===== src/rtl/jpeg_feed_pkg.sv =====
`default_nettype none
// ============================================================================
// Module      : jpeg_feed_pkg
// Description : Shared state encoding and timing constants for the JPEG
//               byte-feed controller.
// Revision    : 1.0 - initial release
// ============================================================================
package jpeg_feed_pkg;

    // Controller states
    typedef enum logic [2:0] {
        ST_IDLE   = 3'd0,
        ST_REQ    = 3'd1,
        ST_STREAM = 3'd2,
        ST_FLUSH  = 3'd3,
        ST_DONE   = 3'd4,
        ST_ERR    = 3'd5
    } feed_state_e;

    // Cycles spent swallowing late reader bytes after EOI
    localparam int FLUSH_CYCLES = 4;
    // Reader needs this many free entries of slack after pause is raised
    localparam int PAUSE_MARGIN = 3;

endpackage : jpeg_feed_pkg
`default_nettype wire


===== src/rtl/jpeg_feed_ctrl_fifo.sv =====
`default_nettype none
// ============================================================================
// Module      : feed_fifo
// Description : Synchronous register-array FIFO with registered read data and
//               a free-entry count. Pointers carry one wrap bit.
// Revision    : 1.0 - initial release
// ============================================================================
module feed_fifo #(
    parameter int DW = 8,
    parameter int AW = 4
) (
    input  logic          i_clk,
    input  logic          i_srst,
    input  logic          i_clear,
    input  logic          i_push,
    input  logic [DW-1:0] i_din,
    input  logic          i_pop,
    output logic [DW-1:0] o_dout,
    output logic          o_empty,
    output logic          o_full,
    output logic [AW:0]   o_free
);

    localparam int DEPTH = 2**AW;
    localparam logic [AW:0] C_DEPTH = {1'b1, {AW{1'b0}}};

    logic [DW-1:0] r_mem_q [DEPTH];
    logic [AW:0]   r_wr_q;
    logic [AW:0]   r_rd_q;
    logic [DW-1:0] r_dout_q;
    logic [AW:0]   w_count;

    // Occupancy is the modular pointer difference; the wrap bit separates full from empty
    assign w_count = r_wr_q - r_rd_q;
    assign o_empty = (w_count == '0);
    assign o_full  = (w_count == C_DEPTH);
    assign o_free  = C_DEPTH - w_count;
    assign o_dout  = r_dout_q;

    // Pointer update; clear drops all stored content at once
    always_ff @(posedge i_clk) begin
        if (i_srst || i_clear) begin
            r_wr_q <= '0;
            r_rd_q <= '0;
        end else begin
            if (i_push) r_wr_q <= r_wr_q + 1'b1;
            if (i_pop)  r_rd_q <= r_rd_q + 1'b1;
        end
    end

    // Storage array write (no reset needed, occupancy is tracked by pointers)
    always_ff @(posedge i_clk) begin
        if (i_push && !i_clear) begin
            r_mem_q[r_wr_q[AW-1:0]] <= i_din;
        end
    end

    // Registered read port so the byte lands one cycle after its pop
    always_ff @(posedge i_clk) begin
        if (i_srst) begin
            r_dout_q <= '0;
        end else if (i_pop && !i_clear) begin
            r_dout_q <= r_mem_q[r_rd_q[AW-1:0]];
        end
    end

endmodule : feed_fifo
`default_nettype wire


===== src/rtl/jpeg_feed_ctrl.sv =====
`default_nettype none
// ============================================================================
// Module      : jpeg_feed_ctrl
// Description : Requests one image from the flash reader, buffers its bytes
//               and forwards them to the JFIF parser until EOI, overflow or
//               runaway length.
// Revision    : 1.0 - initial release
// ============================================================================
module jpeg_feed_ctrl
    import jpeg_feed_pkg::*;
#(
    parameter int ADDR_W     = 24,
    parameter int SLOT_W     = 4,
    parameter int SLOT_SHIFT = 16,
    parameter int FIFO_AW    = 4,
    parameter int LEN_W      = 20
) (
    input  logic              i_sysclk,
    input  logic              i_srst,
    input  logic              i_start,
    input  logic [SLOT_W-1:0] i_slot,
    output logic              o_busy,
    output logic              o_done,
    output logic              o_err,
    output logic              o_rd_req,
    output logic [ADDR_W-1:0] o_rd_addr,
    input  logic              i_rd_ack,
    input  logic              i_rd_valid,
    input  logic [7:0]        i_rd_byte,
    output logic              o_rd_pause,
    output logic              o_rd_stop,
    output logic              o_byte_en,
    output logic [7:0]        o_byte,
    input  logic              i_jfif_ready,
    input  logic              i_jfif_eoi
);

    localparam int FW = FIFO_AW + 1;
    localparam logic [LEN_W-1:0] C_LEN_MAX   = '1;
    localparam logic [FW-1:0]    C_PAUSE_LVL = FW'(PAUSE_MARGIN);
    localparam logic [2:0]       C_FLUSH_END = 3'(FLUSH_CYCLES - 1);

    feed_state_e       r_state_q, w_state_d;
    logic [ADDR_W-1:0] r_addr_q,  w_addr_d;
    logic [LEN_W-1:0]  r_len_q,   w_len_d;
    logic [2:0]        r_flush_q, w_flush_d;
    logic              r_byte_en_q;

    logic              w_push;
    logic              w_pop;
    logic              w_clear;
    logic              w_empty;
    logic              w_full;
    logic [FW-1:0]     w_free;
    logic [7:0]        w_dout;

    // The FIFO only holds data while streaming; every other state empties it
    assign w_clear = (r_state_q != ST_STREAM);

    feed_fifo #(
        .DW (8),
        .AW (FIFO_AW)
    ) u_fifo (
        .i_clk   (i_sysclk),
        .i_srst  (i_srst),
        .i_clear (w_clear),
        .i_push  (w_push),
        .i_din   (i_rd_byte),
        .i_pop   (w_pop),
        .o_dout  (w_dout),
        .o_empty (w_empty),
        .o_full  (w_full),
        .o_free  (w_free)
    );

    // Next-state, FIFO handshake and counter logic
    always_comb begin
        w_state_d = r_state_q;
        w_addr_d  = r_addr_q;
        w_len_d   = r_len_q;
        w_flush_d = r_flush_q;
        w_push    = 1'b0;
        w_pop     = 1'b0;
        unique case (r_state_q)
            ST_IDLE: begin
                if (i_start) begin
                    w_state_d = ST_REQ;
                    w_addr_d  = ADDR_W'(i_slot) << SLOT_SHIFT;
                    w_len_d   = '0;
                end
            end
            ST_REQ: begin
                w_flush_d = '0;
                if (i_rd_ack) w_state_d = ST_STREAM;
            end
            ST_STREAM: begin
                // No pop on the EOI cycle so the parser strobe stops right away
                w_pop  = !w_empty && i_jfif_ready && !i_jfif_eoi;
                // A full FIFO still accepts a byte when a slot frees up this cycle
                w_push = i_rd_valid && (!w_full || w_pop);
                if (w_pop) w_len_d = r_len_q + 1'b1;
                if (i_jfif_eoi) begin
                    w_state_d = ST_FLUSH;
                    w_flush_d = '0;
                end else if (i_rd_valid && w_full && !w_pop) begin
                    w_state_d = ST_ERR;
                end else if (w_pop && (w_len_d == C_LEN_MAX)) begin
                    w_state_d = ST_ERR;
                end
            end
            ST_FLUSH: begin
                if (r_flush_q == C_FLUSH_END) w_state_d = ST_DONE;
                else                          w_flush_d = r_flush_q + 1'b1;
            end
            ST_DONE:  w_state_d = ST_IDLE;
            ST_ERR:   w_state_d = ST_IDLE;
            default:  w_state_d = ST_IDLE;
        endcase
    end

    // State and datapath registers
    always_ff @(posedge i_sysclk) begin
        if (i_srst) begin
            r_state_q   <= ST_IDLE;
            r_addr_q    <= '0;
            r_len_q     <= '0;
            r_flush_q   <= '0;
            r_byte_en_q <= 1'b0;
        end else begin
            r_state_q   <= w_state_d;
            r_addr_q    <= w_addr_d;
            r_len_q     <= w_len_d;
            r_flush_q   <= w_flush_d;
            r_byte_en_q <= w_pop;
        end
    end

    assign o_busy     = (r_state_q != ST_IDLE);
    assign o_done     = (r_state_q == ST_DONE);
    assign o_err      = (r_state_q == ST_ERR);
    assign o_rd_req   = (r_state_q == ST_REQ);
    assign o_rd_addr  = (r_state_q == ST_REQ) ? r_addr_q : '0;
    assign o_rd_pause = (r_state_q == ST_STREAM) && (w_free <= C_PAUSE_LVL);
    assign o_rd_stop  = (r_state_q == ST_ERR) ||
                        ((r_state_q == ST_FLUSH) && (r_flush_q == '0));
    assign o_byte_en  = r_byte_en_q;
    assign o_byte     = w_dout;

endmodule : jpeg_feed_ctrl
`default_nettype wire

===== config.mk =====
export PLATFORM = sky130hd
export DESIGN_NAME = jpeg_feed_ctrl
export DESIGN_NICKNAME = d
export VERILOG_FILES = /design/src/rtl/jpeg_feed_pkg.sv /design/src/rtl/jpeg_feed_ctrl_fifo.sv /design/src/rtl/jpeg_feed_ctrl.sv
export SDC_FILE = /design/constraint.sdc
export NUM_CORES = 1
export LEC_CHECK = 0
export ABC_CLOCK_PERIOD_IN_PS = 3350
export BUFFER_PORTS_ARGS = -buffer_cell sky130_fd_sc_hd__clkbuf_2
export CORE_ASPECT_RATIO = 0.5
export CORE_UTILIZATION = 30
export CTS_CLUSTER_DIAMETER = 100
export DETAILED_ROUTE_END_ITERATION = 16
export PLACE_DENSITY_LB_ADDON = 0.12
export SLEW_MARGIN = 0
export SYNTH_ARGS = -nofsm -noshare
export SYNTH_HDL_FRONTEND = slang
export SYNTH_HIERARCHICAL = 1
export SYNTH_SLANG_ARGS = --single-unit

===== constraint.sdc =====
create_clock -name i_sysclk -period 3.35 [get_ports i_sysclk]
set_clock_uncertainty 0.1 [all_clocks]
set_input_delay 0.1675 -clock i_sysclk [delete_from_list [all_inputs] [get_ports i_sysclk]]
set_output_delay 0.1675 -clock i_sysclk [all_outputs]
set_load 0.02 [all_outputs]

* Yosys cells after proc, flatten, opt, wreduce, memory -nomap -nowiden
Memory sizes are Yosys's and may differ from the RTL's. A register that Yosys moved wholly into a read port is not among the register bits.
Index checks and enable logic that the tools add are counted.
** Word-level totals
- Bits in registers :: 41
- Latch bits :: 0
- Memory bits (writable) :: 128
- Memory bits (read-only) :: 0
- Bits of input ports :: 19
- Output and inout port bits :: 39
- Word-level logic and storage cells :: 77
- Memories kept :: 1
** Memory list
- u_fifo.r_mem_q :: depth 16, bits a word 8, read ports 1, clocked after Yosys merged registers in 1, write ports 1, line jpeg_feed_ctrl_fifo.sv:27 : logic [DW-1:0] r_mem_q [DEPTH];
** Operators by class
- Add/sub/neg operators :: 6
- $mul :: 0
- Div/mod/pow operators :: 0
- Magnitude comparators :: 1
- Eq/ne operators :: 15
- Shift-type cells :: 0
- Muxes and demuxes :: 19
- Bitwise operators :: 0
- Reduce and logical (&&, ||, !) cells :: 28
** Operators by type and width (number)
- 20-bit 2-to-1 mux :: 4
- 20-bit one-hot mux with 2 select lines :: 1
- 3-bit 2-to-1 mux :: 8
- 20-bit by 1-bit adder with 20-bit output, second input constant :: 1
- 20-bit == test, second input constant :: 1
- 3-bit one-hot mux with 4 select lines :: 1
- 5-bit by 1-bit adder with 5-bit output, second input constant :: 2
- 1-bit logical AND :: 10
- 3-bit by 2-bit == test with 1-bit output, second input constant :: 3
- 3-bit one-hot mux with 3 select lines :: 1
- 2-bit inequality test, second input constant :: 4
- 3-bit == test, second input constant :: 2
- 3-bit logical NOT :: 2
- 3-bit nonzero test :: 2
- 5-bit == test, second input constant :: 1
- 5-bit by 2-bit <= comparator with 1-bit output, second input constant :: 1
- 1-bit logical NOT :: 5
- 5-bit logical NOT :: 1
- 5-bit subtractor :: 1
- 5-bit subtractor, first input constant :: 1
- 1-bit 2-to-1 mux :: 4
- 4-bit inequality test, second input constant :: 1
- 2-bit AND reduction :: 2
- 4-bit AND reduction :: 1
- other kinds (7) :: 9

* Longest topological paths before layout
- Word-level depth :: 13
- Depth in mapped cells :: 18
- Depth with buffers taken out :: 15

* Cells and area by module
Netlist, hierarchy kept.
** Modules (own cells, without submodules)
- feed_fifo :: times used 1, cells each 360, area each 6102.1 µm², seq. area each 4204.0 µm²
- jpeg_feed_ctrl :: times used 1, cells each 270, area each 2110.8 µm², seq. area each 620.6 µm²

* Worst setup path before layout
Ideal clock, no wire load.
- Kind :: register -> register
- Start :: register u_fifo.r_rd_q[1]
- End :: register r_state_q[0]
- Library setup time :: 0.120 ns
- Arrival time :: 3.381 ns
- Required time :: 3.130 ns
- Path slack :: -0.251 ns
- Stages on the path, launching flop included :: 17
- Buffers on the path :: 3
- Period minus slack after synthesis :: 3.601 ns
- Path through :: dfxtp_1 > buf_6 > buf_4 > inv_1 > ha_1 > nor2b_1 > o21a_1 > or3_1 > a21oi_1 > ha_1 > and4bb_4 > and2_0 > buf_2 > a32o_1 > a32oi_1 > nor4b_1 > a211o_1
** Between the ends
- Cells in the longest elaborated chain, start to end :: 11
- Elaborated cells on any way between the ends :: 18
- Those cells by class :: add/sub: 1; eq/ne: 3; mux: 5; reduce/logical: 9
** Ends and longest elaborated chain
- start: declaration :: line jpeg_feed_ctrl_fifo.sv:29 : logic [AW:0] r_rd_q;
- start signal: assignment :: line jpeg_feed_ctrl_fifo.sv:47 : if (i_pop) r_rd_q <= r_rd_q + 1'b1;
- 5-bit subtractor (*) :: line jpeg_feed_ctrl_fifo.sv:34 : assign w_count = r_wr_q - r_rd_q;
- 5-bit logical NOT (*) :: line jpeg_feed_ctrl_fifo.sv:35 : assign o_empty = (w_count == '0);
- named net w_empty :: line jpeg_feed_ctrl.sv:52 : logic w_empty;
- 1-bit logical NOT (*) :: line jpeg_feed_ctrl.sv:98 : w_pop = !w_empty && i_jfif_ready && !i_jfif_eoi;
- 1-bit logical AND (*) (2 in a row) :: line jpeg_feed_ctrl.sv:98
- 20-bit 2-to-1 mux :: line jpeg_feed_ctrl.sv:101 : if (w_pop) w_len_d = r_len_q + 1'b1;
- 20-bit 2-to-1 mux :: line jpeg_feed_ctrl.sv:84 : unique case (r_state_q)
- 20-bit == test :: line jpeg_feed_ctrl.sv:107 : end else if (w_pop && (w_len_d == C_LEN_MAX)) begin
- 1-bit logical AND :: line jpeg_feed_ctrl.sv:107
- 4-bit inequality test (no source line)
- 4-bit AND reduction (no source line)
- end signal: assignment :: line jpeg_feed_ctrl.sv:130 : r_state_q <= w_state_d;
- end: declaration :: line jpeg_feed_ctrl.sv:43 : feed_state_e r_state_q, w_state_d;
The timed path passes the listed nets; every way through them passes the cells marked *. The select of a mux whose other input is x is not followed.
A chain may end at the register's enable or synchronous reset.

* Worst setup path after layout
- Start :: register u_fifo.r_wr_q[0]
- End :: register r_state_q[0]
** Between the ends
- Cells in the longest elaborated chain, start to end :: 11
- Elaborated cells on any way between the ends :: 18
- Those cells by class :: add/sub: 1; eq/ne: 3; mux: 5; reduce/logical: 9
** Ends and longest elaborated chain
- start: declaration :: line jpeg_feed_ctrl_fifo.sv:28 : logic [AW:0] r_wr_q;
- start signal: assignment :: line jpeg_feed_ctrl_fifo.sv:46 : if (i_push) r_wr_q <= r_wr_q + 1'b1;
- 5-bit subtractor (*) :: line jpeg_feed_ctrl_fifo.sv:34
- 5-bit logical NOT (*) :: line jpeg_feed_ctrl_fifo.sv:35
- named net w_empty :: line jpeg_feed_ctrl.sv:52
- 1-bit logical NOT (*) :: line jpeg_feed_ctrl.sv:98
- 1-bit logical AND (*) (2 in a row) :: line jpeg_feed_ctrl.sv:98
- 20-bit 2-to-1 mux :: line jpeg_feed_ctrl.sv:101
- 20-bit 2-to-1 mux :: line jpeg_feed_ctrl.sv:84
- 20-bit == test :: line jpeg_feed_ctrl.sv:107
- 1-bit logical AND :: line jpeg_feed_ctrl.sv:107
- 4-bit inequality test (no source line)
- 4-bit AND reduction (no source line)
Marked as above.

==> metrics.md <==
| Metric | Value |
|---|---|
| Run status | `complete, no violations` |
| CP max stage delay | `0.54 ns` |
| GRT met1 Usage | `21.2%` |
| Met3 Use GR | `3.78%` |
| Worst R2R Setup Slack | `0.18 ns` |
| Worst Setup EP | `r_state_q[0]` |
| Top delay family on crit path | `adder cells` |
| Synthesized area | `8210 um^2` |
| Gr ovfl total | `0` |
| Clk root buf | `clkbuf_16` |
| Pwr per Cell Area | `495 nW/um^2` |
| Routed WL | `19900 um` |
| Port buffer count | `37` |
| Placed Area | `9000 um^2` |
| Area grow syn2layout | `17.8%` |
| Path depth of the worst reg2reg path | `13` |
| Synth Instances | `629` |
| Final setup violation count | `0` |
| Share of layout cells above drive strength 1 | `21.4%` |
| Max-cap viol count | `0` |
| Slew Limit Fails | `0` |
| Maximum VDD drop | `0.207 mV` |
| # IOs | `58` |
| Die area | `28100 um^2` |
| Gr busiest metal | `met2` |
| RD Place Congestion | `0.750` |
| Total power | `4.79 mW` |
| CP most frequent cell | `ha_2` |
| Fin area | `9670 um^2` |
| CTS Buf Count | `17` |
| Die Ht | `119 um` |
| TritonCTS clock tree | `done` |
| H-tree depth | `4` |
| Worst-case clock buffer depth | `2` |
| CTS Sinks | `177` |
| Drt wl/cell | `18.8 um` |
| # diodes | `0` |
| Most frequent cells in the layout | `128 x edfxtp_1, 47 x nor2_1, 45 x mux2i_1, 45 x dfxtp_1, 37 x clkbuf_2` |
| Critical Path End Type | `flip-flop` |
| Count of fill cells added during filler insertion | `2585` |
| Fin crit period | `3.17 ns` |
| Critical path type | `flip-flop to flip-flop` |
| Fmax | `0.315 GHz` |
| Vias/cell | `4.81` |
| Initial antenna violation count | `0` |
| Req. time, crit path | `3.58 ns` |
| Leakage | `3.19 nW` |
| Antenna Nets Post-Route | `0` |
| Worst R2R Start | `u_fifo/r_wr_q[0]` |
| Worst slew pin tran | `0.693 ns` |
| Largest net degree at the start of global routing | `35` |
| Vias in the first global route | `5008` |
| Final Hold Fails | `0` |
| Commonest non-fill, non-tap cell in the layout | `edfxtp_1` |
| Levels on crit path | `13` |
| Crit path launch | `u_fifo/r_wr_q[0]` |
| GR Util met2 | `22.2%` |
| Slew headroom | `53.8%` |
| Period utilization | `94.6%` |
| Slowest stage cell, crit path | `fa_2` |
| Mean post-synth cell area | `13.1 um^2` |
| Synthesis warning total | `6` |
| DR vias | `5077` |
| Die Wd | `236 um` |
| Clock latency on the worst-skew pair | `0.44 ns` |
| RSZ-0062 raised after global routing | `false` |
| TritonRoute pass-1 iters | `4` |
| First-pass GRT wire length | `30700 um` |
| DP Wirelength | `13400 um` |
| Crit path buf inv count | `1` |
| Site Rows | `42` |
| Core area | `26600 um^2` |
| DRC | `0` |
| Worst R2R End | `r_state_q[0]` |
| Crit path DAT | `3.40 ns` |
| Clk slew on worst S/H paths | `0.07 ns` |
| Nets | `727` |
| Initial DRC count | `307` |
| Post-layout util | `36.3%` |
| Setup crit start kind | `flip-flop` |
| Starting Density | `30.8%` |
| Min-Delay Path Class | `input port to flip-flop` |
| CP Cell Sequence | `inv_1 > ha_2 > fa_2 > ha_2 > nand2_1 > a21oi_2 > ha_4 > and4bb_4 > and2_1 > a32o_1 > a32oi_2 > nor4b_1 > a211o_1` |
| Crit path max fanout | `7` |
| Total track usage | `14.8%` |
how the worst min path moves through the flow:
| stage | end | slack [ns] | startpoint | cells past startpoint |
|---|---|---|---|---|
| after CTS | r_state_q[1] | 0.03 | i_rd_ack | 4 |
| after global placement | r_addr_q[17] | 0.30 | i_slot[1] | 3 |
| after floorplan | u_fifo/r_mem_q[0][0] | 0.17 | i_rd_byte[0] | 0 |
| after detailed placement | r_addr_q[16] | 0.32 | i_slot[0] | 3 |
| final | r_state_q[1] | 0.06 | i_rd_ack | 4 |
| after global routing | u_fifo/r_mem_q[6][6] | 0.09 | i_rd_byte[6] | 1 |
sequential cells by signal (all words and copies together) (netlist names):
name / flops
o_byte_en: 1
r_addr_q: 4
r_flush_q: 3
r_len_q: 20
r_state_q: 3
u_fifo/o_dout: 8
u_fifo/r_mem_q: 128
u_fifo/r_rd_q: 5
u_fifo/r_wr_q: 5
area by class of cell:
type	count	area [um^2]	share of cell area, %
inverters	15	56.3	0.582
clock buffers	19	433	4.48
well taps	352	440	4.55
clock inverters	13	109	1.13
multi-input cells	401	3100	32.1
flip-flops and latches	177	4830	50.0
repair buffers	79	698	7.22
where the power goes:
part	leakage [nW]	total [mW]	internal, mW	switching, mW
registers	1.55	2.41	2.37	0.0376
logic	1.38	0.519	0.169	0.350
clock network	0.267	1.87	0.965	0.900
total	3.19	4.79	3.50	1.29
through the flow:
| stage | setup slack, ns | setup TNS (ns) | std cells | hold WS [ns] |
|---|---|---|---|---|
| global route | 0.00383 | 0 | 1056 | 0.0920 |
| CTS | 0.0387 | 0 | 1055 | 0.0269 |
| finish | 0.180 | 0 | 1056 | 0.0581 |
| global placement | 0.122 | 0 | 1019 | 0.302 |
| detailed placement | 0.0495 | 0 | 1019 | 0.323 |
| floorplan | -0.0479 | -0.0479 | 648 | 0.166 |
worst register-to-register path, cell delays in order (launching register included):
cell and delay (ns):
dfxtp_2 0.33, inv_1 0.06, ha_2 0.19, fa_2 0.54
ha_2 0.19, nand2_1 0.06, a21oi_2 0.17, ha_4 0.18
and4bb_4 0.25, and2_1 0.19, a32o_1 0.26, a32oi_2 0.19
nor4b_1 0.08, a211o_1 0.27
per-layer routing:
metal  up-vias  share of wire (%)
li1       2468                  -
met4         0               0.83
met3        13                4.0
met2        81                 44
met1      2515                 51
met5         -                  0
what timing repair did:
| item | in CTS | in global routing |
|---|---|---|
| resized for setup | 0 | 19 |
| setup endpoints to repair | 0 | 116 |
| endpoints found under the hold margin | 4 | 0 |
| buffers inserted | 0 | 1 |
| hold buffers | 4 | 0 |
No activity file was read; power rests on OpenSTA's default activity.
